==> config.mk <==
export PLATFORM = sky130hd
export DESIGN_NAME = i2c_wrapper_flat
export DESIGN_NICKNAME = d
export VERILOG_FILES = /design/src/rtl/i2c_pkg.sv /design/src/rtl/i2c_wrapper_if.sv /design/src/rtl/i2c_wrapper_lifo_slave.sv /design/src/rtl/i2c_wrapper.sv /design/src/flat_wrapper.sv
export SDC_FILE = /design/constraint.sdc
export NUM_CORES = 1
export LEC_CHECK = 0
export BUFFER_PORTS_ARGS = -buffer_cell sky130_fd_sc_hd__buf_2
export CORE_AREA = 3 3 167 128
export CTS_BUF_LIST = sky130_fd_sc_hd__clkbuf_16
export DETAILED_ROUTE_END_ITERATION = 10
export DIE_AREA = 0 0 170 131
export GPL_TIMING_DRIVEN = 0
export HOLD_SLACK_MARGIN = 0.05
export PLACE_DENSITY = 0.47
export SKIP_LAST_GASP = 1
export SYNTH_ARGS = -nofsm -noshare
export SYNTH_HDL_FRONTEND = slang
export SYNTH_SLANG_ARGS = --single-unit
==> constraint.sdc <==
create_clock -name clk -period 3.2 [get_ports clk]
set_input_delay 0.64 -clock clk [delete_from_list [all_inputs] [get_ports clk]]
set_output_delay 0.64 -clock clk [all_outputs]
set_load 0.01 [all_outputs]
==> src/rtl/i2c_pkg.sv <==
// i2c_pkg: shared types and constants for the I2C master + LIFO slave subsystem.
//   master_state_t : master FSM states (visible on the debug bus)
//   slave_state_t  : LIFO slave protocol tracker states (visible on the debug bus)
//   LIFO_ADDR_DEF  : default 7-bit slave address (0x79 -> 0xF2 write, 0xF3 read)
//   BIT_CYCLES     : clk cycles per SCL bit (one low phase, one high phase)
//   RW_READ/RW_WRITE : meaning of the R/W bit in the address byte
package i2c_pkg;

  localparam logic [6:0] LIFO_ADDR_DEF = 7'h79;
  localparam int         BIT_CYCLES    = 2;
  localparam logic       RW_READ       = 1'b1;
  localparam logic       RW_WRITE      = 1'b0;

  typedef enum logic [3:0] {
    IDLE, START, ADDR, ADDR_ACK, WRITE, WRITE_ACK, READ, READ_NACK, STOP
  } master_state_t;

  typedef enum logic [2:0] {
    S_IDLE, S_ADDR, S_ADDR_ACK, S_WRITE, S_WRITE_ACK, S_READ, S_READ_ACK, S_WAIT
  } slave_state_t;

  // Value of the in-state cycle counter on the final cycle of each master state.
  function automatic logic [3:0] state_last(master_state_t s);
    case (s)
      ADDR, WRITE, READ: return 4'(8 * BIT_CYCLES - 1);
      default:           return 4'(BIT_CYCLES - 1);
    endcase
  endfunction

endpackage

==> src/rtl/i2c_wrapper_if.sv <==
// i2c_wrapper_if: command/result bus of the I2C subsystem plus debug taps.
//   start           : one-cycle pulse launching a transaction (driver -> design)
//   Data            : address byte with start, write byte at the latch point
//   received_data   : last byte returned by a successful read
//   dbg_*           : master state, slave state, SCL, resolved SDA, LIFO pointer
// Handshake: start is a single-cycle request with no ready; the design takes
// it only when dbg_state is IDLE and silently drops it otherwise.
// Modports: slave = the design side, master = the driving side.
interface i2c_wrapper_if #(parameter int PTR_W = 4);
  import i2c_pkg::*;

  logic             start;
  logic [7:0]       Data;
  logic [7:0]       received_data;
  master_state_t    dbg_state;
  slave_state_t     dbg_slave_state;
  logic             dbg_scl;
  logic             dbg_sda;
  logic [PTR_W-1:0] dbg_ptr;

  modport slave (
    input  start, Data,
    output received_data, dbg_state, dbg_slave_state, dbg_scl, dbg_sda, dbg_ptr
  );

  modport master (
    output start, Data,
    input  received_data, dbg_state, dbg_slave_state, dbg_scl, dbg_sda, dbg_ptr
  );

endinterface

==> src/rtl/i2c_wrapper_lifo_slave.sv <==
// lifo_slave: I2C slave that stores written bytes in a LIFO and returns the
// top entry on reads. Watches SCL/SDA for START/STOP, samples SDA at each SCL
// high phase, and pulls SDA low through sda_oe (open drain).
//   clk, rst : clock, asynchronous active-low reset (pointer cleared)
//   scl, sda : resolved bus lines
//   sda_oe   : 1 = pull SDA low
//   ptr      : number of stored entries (0..LIFO_DEPTH)
//   state    : protocol tracker state (debug)
// Macro LIFO_PEEK_EN: when defined, reads leave the pointer unchanged.
module lifo_slave
  import i2c_pkg::*;
#(
  parameter logic [6:0] LIFO_ADDR  = LIFO_ADDR_DEF,
  parameter int         LIFO_DEPTH = 8,
  parameter int         DATA_W     = 8,
  parameter int         PTR_W      = $clog2(LIFO_DEPTH + 1)
) (
  input  logic             clk,
  input  logic             rst,
  input  logic             scl,
  input  logic             sda,
  output logic             sda_oe,
  output logic [PTR_W-1:0] ptr,
  output slave_state_t     state
);

  localparam int AW = $clog2(LIFO_DEPTH);

  slave_state_t      state_d;
  logic              scl_q, sda_q;
  logic [2:0]        bit_cnt;
  logic [DATA_W-1:0] sh;
  logic [DATA_W-2:0] tx;
  logic              rw;
  logic [DATA_W-1:0] mem [LIFO_DEPTH];

  logic              start_det, stop_det, h_end, full, push;
  logic [DATA_W-1:0] byte_in, top;
  logic [PTR_W-1:0]  ptr_m1;

  // START/STOP need SCL high on both samples so that a simultaneous SCL/SDA
  // change at a phase boundary is never mistaken for a bus condition.
  assign start_det = scl && scl_q && sda_q && !sda;
  assign stop_det  = scl && scl_q && !sda_q && sda;
  // Rising SCL seen now: the cycle just ending was a high (sample) phase and
  // the next one is the low phase of the following bit.
  assign h_end     = scl && !scl_q;
  assign byte_in   = {sh[DATA_W-2:0], sda};
  assign full      = (ptr == PTR_W'(LIFO_DEPTH));
  assign ptr_m1    = ptr - 1'b1;
  assign top       = (ptr != '0) ? mem[ptr_m1[AW-1:0]] : '0;
  assign push      = h_end && !start_det && !stop_det && (state == S_WRITE_ACK) && !full;

  always_comb begin
    state_d = state;
    if (start_det) begin
      state_d = S_ADDR;
    end else if (stop_det) begin
      state_d = S_IDLE;
    end else if (h_end) begin
      case (state)
        S_ADDR:      if (bit_cnt == 3'd7)
                       state_d = (byte_in[7:1] == LIFO_ADDR) ? S_ADDR_ACK : S_WAIT;
        S_ADDR_ACK:  state_d = (rw == RW_READ) ? S_READ : S_WRITE;
        S_WRITE:     if (bit_cnt == 3'd7) state_d = S_WRITE_ACK;
        S_WRITE_ACK: state_d = S_WAIT;
        S_READ:      if (bit_cnt == 3'd7) state_d = S_READ_ACK;
        S_READ_ACK:  state_d = S_WAIT;
        default:     state_d = state;
      endcase
    end
  end

  always_ff @(posedge clk or negedge rst) begin
    if (!rst) begin
      state   <= S_IDLE;
      scl_q   <= 1'b1;
      sda_q   <= 1'b1;
      sda_oe  <= 1'b0;
      bit_cnt <= '0;
      sh      <= '0;
      tx      <= '0;
      rw      <= RW_WRITE;
      ptr     <= '0;
    end else begin
      state <= state_d;
      scl_q <= scl;
      sda_q <= sda;
      if (start_det || stop_det) begin
        bit_cnt <= '0;
        sda_oe  <= 1'b0;
      end else if (h_end) begin
        bit_cnt <= bit_cnt + 3'd1;
        sh      <= byte_in;
        case (state)
          S_ADDR: if (bit_cnt == 3'd7) begin
            rw     <= byte_in[0];
            sda_oe <= (byte_in[7:1] == LIFO_ADDR);
          end
          S_ADDR_ACK: begin
            bit_cnt <= '0;
            if (rw == RW_READ) begin
              // Empty LIFO reads as 0x00 (top is forced to zero).
              tx     <= top[DATA_W-2:0];
              sda_oe <= ~top[DATA_W-1];
            end else begin
              sda_oe <= 1'b0;
            end
          end
          S_WRITE: if (bit_cnt == 3'd7) sda_oe <= !full;
          S_WRITE_ACK: begin
            sda_oe <= 1'b0;
            if (!full) ptr <= ptr + 1'b1;
          end
          S_READ: begin
            if (bit_cnt == 3'd7) begin
              sda_oe <= 1'b0;
`ifdef LIFO_PEEK_EN
              ptr <= ptr;
`else
              if (ptr != '0) ptr <= ptr_m1;
`endif
            end else begin
              sda_oe <= ~tx[DATA_W-2];
              tx     <= {tx[DATA_W-3:0], 1'b0};
            end
          end
          default: sda_oe <= 1'b0;
        endcase
      end
    end
  end

  // Storage has no reset: a cleared pointer makes old contents unreachable.
  always_ff @(posedge clk) begin
    if (push) mem[ptr[AW-1:0]] <= sh;
  end

endmodule

==> src/rtl/i2c_wrapper.sv <==
// i2c_wrapper: I2C master FSM and a LIFO slave on internal SCL/SDA nets.
// SDA is a wired-AND of the master's drive and the slave's pull-down.
// A start pulse with an address byte on Data runs one 40-cycle transaction:
// writes push the Data byte present at the latch point, reads pop the top
// entry into received_data at STOP.
//   clk : system clock, rising edge
//   rst : asynchronous active-low reset
//   bus : i2c_wrapper_if.slave (start, Data, received_data, debug taps)
// Macro LIFO_PEEK_EN (in lifo_slave): reads return the top entry without popping.
module i2c_wrapper
  import i2c_pkg::*;
#(
  parameter logic [6:0] LIFO_ADDR  = LIFO_ADDR_DEF,
  parameter int         LIFO_DEPTH = 8,
  parameter int         DATA_W     = 8
) (
  input  logic          clk,
  input  logic          rst,
  i2c_wrapper_if.slave  bus
);

  localparam int PTR_W = $clog2(LIFO_DEPTH + 1);

  master_state_t     state_q, state_d;
  logic [3:0]        cnt_q, cnt_d;
  logic [DATA_W-1:0] addr_q, tx_q, rx_q, recv_q;
  logic              rd_ok_q;
  logic              scl, sda_m, sda, slave_oe;
  logic [PTR_W-1:0]  ptr;
  slave_state_t      slave_state;

  assign sda = sda_m & ~slave_oe;

  always_comb begin
    state_d = state_q;
    cnt_d   = cnt_q + 4'd1;
    if (cnt_q == state_last(state_q)) begin
      case (state_q)
        START:     state_d = ADDR;
        ADDR:      state_d = ADDR_ACK;
        ADDR_ACK:  state_d = sda ? STOP : ((addr_q[0] == RW_READ) ? READ : WRITE);
        WRITE:     state_d = WRITE_ACK;
        WRITE_ACK: state_d = STOP;
        READ:      state_d = READ_NACK;
        READ_NACK: state_d = STOP;
        STOP:      state_d = IDLE;
        default:   state_d = state_q;
      endcase
    end
    if (state_q == IDLE) state_d = bus.start ? START : IDLE;
    if (state_d != state_q || state_q == IDLE) cnt_d = '0;
  end

  // Bus drive: even counter values are the SCL-low phase, odd are SCL-high.
  always_comb begin
    scl   = 1'b1;
    sda_m = 1'b1;
    case (state_q)
      IDLE:  scl = 1'b1;
      START: sda_m = 1'b0;
      ADDR: begin
        scl   = cnt_q[0];
        sda_m = addr_q[3'd7 - cnt_q[3:1]];
      end
      WRITE: begin
        scl   = cnt_q[0];
        sda_m = tx_q[3'd7 - cnt_q[3:1]];
      end
      // Hold SDA low through STOP; it is released on return to IDLE, which
      // gives the SDA rise with SCL high.
      STOP: begin
        scl   = cnt_q[0];
        sda_m = 1'b0;
      end
      default: scl = cnt_q[0];
    endcase
  end

  always_ff @(posedge clk or negedge rst) begin
    if (!rst) begin
      state_q <= IDLE;
      cnt_q   <= '0;
      addr_q  <= '0;
      tx_q    <= '0;
      rx_q    <= '0;
      rd_ok_q <= 1'b0;
      recv_q  <= '0;
    end else begin
      state_q <= state_d;
      cnt_q   <= cnt_d;
      if (state_q == IDLE && bus.start) addr_q <= bus.Data;
      if (state_q == ADDR_ACK && state_d == WRITE) tx_q <= bus.Data;
      if (state_q == READ && cnt_q[0]) rx_q <= {rx_q[DATA_W-2:0], sda};
      if (state_q == ADDR_ACK && cnt_q[0]) rd_ok_q <= !sda && (addr_q[0] == RW_READ);
      if (state_q == STOP && cnt_q[0] && rd_ok_q) recv_q <= rx_q;
    end
  end

  lifo_slave #(
    .LIFO_ADDR  (LIFO_ADDR),
    .LIFO_DEPTH (LIFO_DEPTH),
    .DATA_W     (DATA_W),
    .PTR_W      (PTR_W)
  ) u_slave (
    .clk    (clk),
    .rst    (rst),
    .scl    (scl),
    .sda    (sda),
    .sda_oe (slave_oe),
    .ptr    (ptr),
    .state  (slave_state)
  );

  assign bus.received_data   = recv_q;
  assign bus.dbg_state       = state_q;
  assign bus.dbg_slave_state = slave_state;
  assign bus.dbg_scl         = scl;
  assign bus.dbg_sda         = sda;
  assign bus.dbg_ptr         = ptr;

endmodule

==> src/flat_wrapper.sv <==
// flat-port wrapper written by rule: the top's interface ports become plain ports
module i2c_wrapper_flat import i2c_pkg::*;
#(
  parameter logic [6:0] LIFO_ADDR  = LIFO_ADDR_DEF,
  parameter int         LIFO_DEPTH = 8,
  parameter int         DATA_W     = 8
)
  (clk, rst, bus_start, bus_Data, bus_received_data, bus_dbg_state, bus_dbg_slave_state, bus_dbg_scl, bus_dbg_sda, bus_dbg_ptr);
  i2c_wrapper_if bus_i ();
  input  logic clk;
  input  logic rst;
  input wire logic [$bits(bus_i.start)-1:0] bus_start;
  input wire logic [$bits(bus_i.Data)-1:0] bus_Data;
  output wire logic [$bits(bus_i.received_data)-1:0] bus_received_data;
  output wire logic [$bits(bus_i.dbg_state)-1:0] bus_dbg_state;
  output wire logic [$bits(bus_i.dbg_slave_state)-1:0] bus_dbg_slave_state;
  output wire logic [$bits(bus_i.dbg_scl)-1:0] bus_dbg_scl;
  output wire logic [$bits(bus_i.dbg_sda)-1:0] bus_dbg_sda;
  output wire logic [$bits(bus_i.dbg_ptr)-1:0] bus_dbg_ptr;
  assign bus_i.start = bus_start;
  assign bus_i.Data = bus_Data;
  assign bus_received_data = bus_i.received_data;
  assign bus_dbg_state = bus_i.dbg_state;
  assign bus_dbg_slave_state = bus_i.dbg_slave_state;
  assign bus_dbg_scl = bus_i.dbg_scl;
  assign bus_dbg_sda = bus_i.dbg_sda;
  assign bus_dbg_ptr = bus_i.dbg_ptr;
  i2c_wrapper #(.LIFO_ADDR(LIFO_ADDR), .LIFO_DEPTH(LIFO_DEPTH), .DATA_W(DATA_W)) u_core (.clk(clk), .rst(rst), .bus(bus_i));
endmodule
# Word level (Yosys, flattened, before mapping)
# Memories as Yosys holds them, arrays and structs flattened.
# Cells that the tools add are included.
dict set report totals {
  reg_bits 70
  ram_bits 64
  in_bits 11
  out_inout_bits 21
  wordCells 144
  mem_count 1
}
dict set report classes {
  n_addsub 5
  magnitude_cmp 1
  n_eq_ne 30
  mux 43
  bitwise 5
  reduce_logical 43
}
# memory words width rd rd_ports_with_merged_regs wr line_no
set mem_list {}
lappend mem_list {u_core.u_slave.mem 8 8 1 0 1 i2c_wrapper_lifo_slave.sv:35} ;# logic [DATA_W-1:0] mem [LIFO_DEPTH];
# operator n
set op_table {}
lappend op_table {{$mux W3} 11}
lappend op_table {{$mux W4} 8}
lappend op_table {{$pmux W4 S7} 1}
lappend op_table {{$eq A4 B3 Y1 const B} 5}
lappend op_table {{$logic_and A1 B1 Y1} 17}
lappend op_table {{$pmux W3 S5} 1}
lappend op_table {{$mux W7} 2}
lappend op_table {{$pmux W7 S2} 1}
lappend op_table {{$eq A3 B3 Y1 const B} 4}
lappend op_table {{$mux W1} 12}
lappend op_table {{$ne A4 B4 Y1 const B} 3}
lappend op_table {{$ne A2 B2 Y1 const B} 5}
lappend op_table {{$reduce_and A5 Y1} 2}
lappend op_table {{$add A4 B1 Y4 const B} 2}
lappend op_table {{$eq A4 B2 Y1 const B} 2}
lappend op_table {{$eq A4 B4 Y1 const B} 2}
lappend op_table {{$mux W8} 1}
lappend op_table {{$pmux W4 S2} 1}
lappend op_table {{$reduce_or A2 Y1} 4}
lappend op_table {{$eq A7 B7 Y1 const B} 1}
lappend op_table {{$reduce_bool A7 Y1} 1}
lappend op_table {{$bmux W1 S3} 2}
lappend op_table {{$eq A3 B2 Y1 const B} 2}
lappend op_table {{$logic_not A1 Y1} 6}
lappend op_table {{other kinds (24)} 31}

# Longest topological paths before layout
dict set report depth {
  word_depth 14
  mapped_depth 11
  mapped_depth_nobuf 8
}

# By module
# A second synthesis with hierarchy kept.
dict set report hier_totals {
  hier_cells 437
  hier_area_um2 5998.3
}
# mod instances cells_each area_per_inst_um2 seq_area_each_um2
set by_module_without_submodules {}
lappend by_module_without_submodules {lifo_slave 1 277 4048.9 2650.0}
lappend by_module_without_submodules {i2c_wrapper 1 160 1949.4 1026.0}

# Least setup slack after synthesis
# OpenSTA, ideal clock, no wires.
dict set report synth_path {
  kind {register -> register}
  from {register u_core.u_slave.ptr[0]}
  to {memory u_core.u_slave.mem[1][0] (enable)}
  setup_ns 0.383
  arrival_time_ns 2.562
  required_time_ns 2.817
  path_slack_ns 0.255
  stages_incl_launch_ff 9
  path_buffers 2
  period_less_slack_ns 2.945
  cell_sequence {dfrtp_1 buf_2 buf_2 inv_1 ha_1 nor2b_1 a21oi_1 nand4_1 nor3_1}
}
dict set report synth_via {
  elab_chain_cells 5
}
# item line_no
set synth_lines {}
lappend synth_lines {{start: declaration} i2c_wrapper_lifo_slave.sv:23} ;# output logic [PTR_W-1:0] ptr,
lappend synth_lines {{start signal: assignment} i2c_wrapper_lifo_slave.sv:113} ;# if (!full) ptr <= ptr + 1'b1;
lappend synth_lines {{start signal: assignment} i2c_wrapper_lifo_slave.sv:121} ;# if (ptr != '0) ptr <= ptr_m1;
lappend synth_lines {{$eq A4 B4 Y1} i2c_wrapper_lifo_slave.sv:49} ;# assign full = (ptr == PTR_W'(LIFO_DEPTH));
lappend synth_lines {{$logic_not A1 Y1} n/a}
lappend synth_lines {{$logic_and A1 B1 Y1} i2c_wrapper_lifo_slave.sv:52} ;# assign push = h_end && !start_det && !stop_det && (state == S_WRITE_ACK) && !full;
lappend synth_lines {{$mux W1} i2c_wrapper_lifo_slave.sv:136} ;# if (push) mem[ptr[AW-1:0]] <= sh;
lappend synth_lines {{$mux W1 (not written as such)} i2c_wrapper_lifo_slave.sv:136}
lappend synth_lines {{end: declaration} i2c_wrapper_lifo_slave.sv:35}
# Several ways; a longest one is shown, not always the timed one.

# Worst setup path in the final report
dict set report layout_path {
  from {register u_core.cnt_q[1]}
  to {output port bus_dbg_sda}
}
dict set report layout_via {
  elab_chain_cells 5
  word_cells_on_any_way 7
  cone_classes {add/sub (1); mux (5); bitwise (1)}
}
# item line_no
set layout_lines {}
lappend layout_lines {{start: declaration} i2c_wrapper.sv:25} ;# logic [3:0] cnt_q, cnt_d;
lappend layout_lines {{start signal: assignment} i2c_wrapper.sv:90} ;# cnt_q <= cnt_d;
lappend layout_lines {{$sub A3 B3 Y3 *} {i2c_wrapper.sv:63, i2c_wrapper.sv:67}}
lappend layout_lines {{$bmux W1 S3 (on tied branches)} {i2c_wrapper.sv:67, i2c_wrapper.sv:63}}
lappend layout_lines {{$mux W1 (on tied branches)} {i2c_wrapper.sv:67, i2c_wrapper.sv:63}}
lappend layout_lines {{$pmux W1 S3 *} i2c_wrapper.sv:58} ;# case (state_q)
lappend layout_lines {{$and A1 B1 Y1 *} i2c_wrapper.sv:32} ;# assign sda = sda_m & ~slave_oe;
lappend layout_lines {{end: declaration} flat_wrapper.sv:18} ;# output wire logic [$bits(bus_i.dbg_sda)-1:0] bus_dbg_sda;
# Every way passes the cells marked *; elsewhere a longest branch is shown, timed or not. The select of a mux whose other input is x is not followed.

==> flow_summary.ini <==
[logic_synthesis]
synth_compound_area_frac = 0.0742
synth_area_leader_cell = edfxtp_1
synth_top_family_by_area = multiplexers
synth_xor_area_frac = 0.0160
synth_edf_count = 64
synth_cells = 412
avgSynthCellArea_um2 = 14.4
synth-seq-cells = 134
netlist.area_leader.share = 0.323
synth-main-ff-cell = dfrtp_1
synth-simple-area-share = 0.0837
syn-num-nets = 428
async_flop_share = 0.522
synth_area_mm2 = 0.00595
ys_types = 58
synth_seq_area_share = 0.618
yosys-top-cells-area = edfxtp_1 (32%), dfrtp_1 (29%), mux4_2 (6.4%)
muxShareOfSynthArea = 0.175
yosys_warnings = 0
synthAdderAreaFrac = 0.0105

[timing]
holdWs_ns = 0.118
fmax_mhz = 330
skew_ns = 0.00972
hold_violations = 0
rsz0062_at_grt = false
period_needed_ns = 3.03
worst-slew-pin-transition_ns = 0.764
setup_violations = 0
period_share = 0.947
slew_viol_final = 0
relSlewSlack = 0.489

[drt]
vias = 3583
dr.pass1.iters = 4
drtIter0Drc = 240
drc_errors = 0
routedWlPerCell_um = 17.5
postRouteAntennaNets = 0
viasPerCell = 4.80
wirelength_mm = 13.0

[clock_tree]
cts_tree = done
clockBufferDepth = 2
clock_sinks = 134
cts_made_buffers = 17
cts_root_buf = clkbuf_16
clk_pin_slew_ns = 0.06
htreeDepth = 4
clock_latency_ns = 0.42

[place]
port_buffers = 31
dp_hpwl_mm = 8.84
place_inst = 702
finalWeightedCongestion = 0.821

[grt]
track_usage = 0.125
grt_max_degree = 50
grt_antenna_before_repair = 0
grt_pass1_vias = 3656
grt_remaining_overflow = 0
grt_pass1_wl_mm = 20.7

[setup_path]
worstPathRequired_ns = 2.56
startpoint_type = register
crit_type = reg -> out
path_cells = buf_6, mux4_1, mux2i_2, o41ai_4, buf_2
cp-end-kind = output pin
cp_data_arrival_time_ns = 2.39
critical_path.slowest_cell = o41ai_4
crit_family = compound AO/OA/AOI/OAI gates
cp_max_fo = 9
critPathMaxStageDelay_ns = 0.70
worst-path-buf-inv = 2

[flow_run]
maxCapViolCount = 0

[die]
dieWidth_um = 170
die_height_um = 131
coreArea_mm2 = 0.0200
rows = 45
pin_count = 32
initial_utilization = 0.297
die_area_mm2 = 0.0223

[run_status]
outcome = complete, no violations

[cells_and_area]
n_antenna_cell = 0
final_cells = 746
syn_to_final_growth_pct = 21.6
nets = 491
utilization = 0.361
drive_gt1_frac = 0.344

[power]
power_density_mw_per_mm2 = 858
leakagePower_nw = 2.84
irDropWorstVdd_mv = 0.390

[min_path]
hp-class = in -> async
==> through the flow <==
| stage | instance area (um2) | worst slack [ns] | total power, mW | TNS (ns) |
|---|---|---|---|---|
| 3_3_place_gp | 6430 | -0.740 | 4.35 | -30.73 |
| 3_5_place_dp | 6470 | -0.763 | 4.38 | -25.08 |
| 2_1_floorplan | 5950 | 0.255 | 3.80 | 0 |
| 6_report | 7230 | 0.171 | 6.20 | 0 |
| 4_1_cts | 7140 | -0.0252 | 6.25 | -0.0252 |
| 5_1_grt | 7230 | 0.0673 | 6.59 | 0 |
==> layout make-up <==
type	count	area [um2]
timing repair buffer	45	308
clock buffer	17	425
inverter	7	26.3
buffer	20	114
sequential	134	3680
fill	1928	12800
clock inverter	15	134
tap	258	323
multi-input combinational	250	2230
==> timing repair <==
item / 4_1_cts / 5_1_grt
hold buffers: 0 / 0
resized for setup: 19 / 4
pin swaps: 2 / 6
buffers inserted: 4 / 9
endpoints found under the setup margin: 73 / 71
==> state kept, by name, indices dropped and copies added, names as in the netlist <==
name / count
u_core.addr_q: 8
u_core.bus.dbg_state: 4
u_core.bus.received_data: 8
u_core.cnt_q: 4
u_core.rd_ok_q: 1
u_core.rx_q: 8
u_core.tx_q: 8
u_core.u_slave.bit_cnt: 3
u_core.u_slave.mem: 64
u_core.u_slave.ptr: 4
u_core.u_slave.rw: 1
u_core.u_slave.scl_q: 1
u_core.u_slave.sda_oe: 1
u_core.u_slave.sda_q: 1
u_core.u_slave.sh: 8
u_core.u_slave.state: 3
u_core.u_slave.tx: 7
==> power by group <==
group | switching (mW) | leakage [nW] | internal, mW
combinational | 1.09 | 1.06 | 0.839
sequential | 0.281 | 1.51 | 2.17
clock | 0.757 | 0.269 | 1.07
==> worst paths after layout <==
check / endpoint / slack [ns] / startpoint / cells past startpoint
worst max-delay path: bus_dbg_sda / 0.17 / u_core.cnt_q[1]$_DFF_PN0_ / 5
worst min-delay path: u_core.rx_q[1]$_DFFE_PN0P_ / 0.12 / rst / 1
worst max register to register: u_core.u_slave.tx[5]$_DFFE_PN0P_ / 0.32 / u_core.u_slave.ptr[0]$_DFFE_PN0P_ / 10
worst min register to register: u_core.u_slave.tx[0]$_DFFE_PN0P_ / 0.49 / u_core.u_slave.tx[0]$_DFFE_PN0P_ / 2
max in group asynchronous: u_core.u_slave.sda_q$_DFF_PN1_ / 2.47 / rst / 2
min in group clk: u_core.tx_q[1]$_DFFE_PN0P_ / 0.46 / bus_Data[1] / 2
==> cell usage after synthesis (3+ instances only) <==
cell type,number
o21ai_0,21
nand2b_1,8
nor2_1,24
a21oi_1,14
inv_1,7
nor3b_1,3
nor3_1,5
nand3_1,4
mux2_2,33
mux2i_1,9
o211ai_1,3
mux4_2,17
buf_2,5
o22ai_1,4
nand2_1,36
xnor2_1,4
dfrtp_1,68
edfxtp_1,64
mux2_4,8
nand4_1,3
clkbuf_1,11
o21ai_1,3
ha_1,5
nor2b_1,5
xor2_1,5
nor4_1,3
==> per-layer routing <==
metal / vias up / wire (um) / global-route usage
met2: 62 / 5900 / 0.184
met1: 1831 / 6410 / 0.175
li1: 1675 / - / -
met5: - / 0 / 0
met3: 15 / 561 / 0.0415
met4: 0 / 171 / 0.0420
==> logic make-up (layout without fill, tap and decap cells) <==
kind of cell / count (synthesis) / after routing
muxes: 71 / 71
AOI/OAI and AO/OA: 63 / 63
adders and majority gates: 5 / 5
and+or+nand+nor: 101 / 101
xor gates and xnor gates: 10 / 10
buffers and inverters: 28 / 104
DFF: 134 / 134
==> placed cells by master (no fill, tap or decap), types with 4 or more instances in the layout <==
| cell | synthesis | layout |
|---|---|---|
| a21oi_1 | 14 | 14 |
| buf_2 | 5 | 34 |
| buf_4 | 2 | 15 |
| clkbuf_1 | 11 | 9 |
| clkbuf_16 | 0 | 17 |
| clkinv_4 | 0 | 4 |
| clkinvlp_4 | 0 | 4 |
| dfrtp_1 | 68 | 68 |
| edfxtp_1 | 64 | 64 |
| ha_1 | 5 | 4 |
| inv_1 | 7 | 9 |
| mux2_2 | 33 | 33 |
| mux2_4 | 8 | 8 |
| mux2i_1 | 9 | 9 |
| mux4_2 | 17 | 17 |
| nand2_1 | 36 | 36 |
| nand2b_1 | 8 | 8 |
| nand3_1 | 4 | 4 |
| nor2_1 | 24 | 18 |
| nor2_4 | 0 | 6 |
| nor2b_1 | 5 | 5 |
| o21ai_0 | 21 | 21 |
| o22ai_1 | 4 | 4 |
| xnor2_1 | 4 | 4 |
| xor2_1 | 5 | 4 |
(Power assumes the default switching activity.)
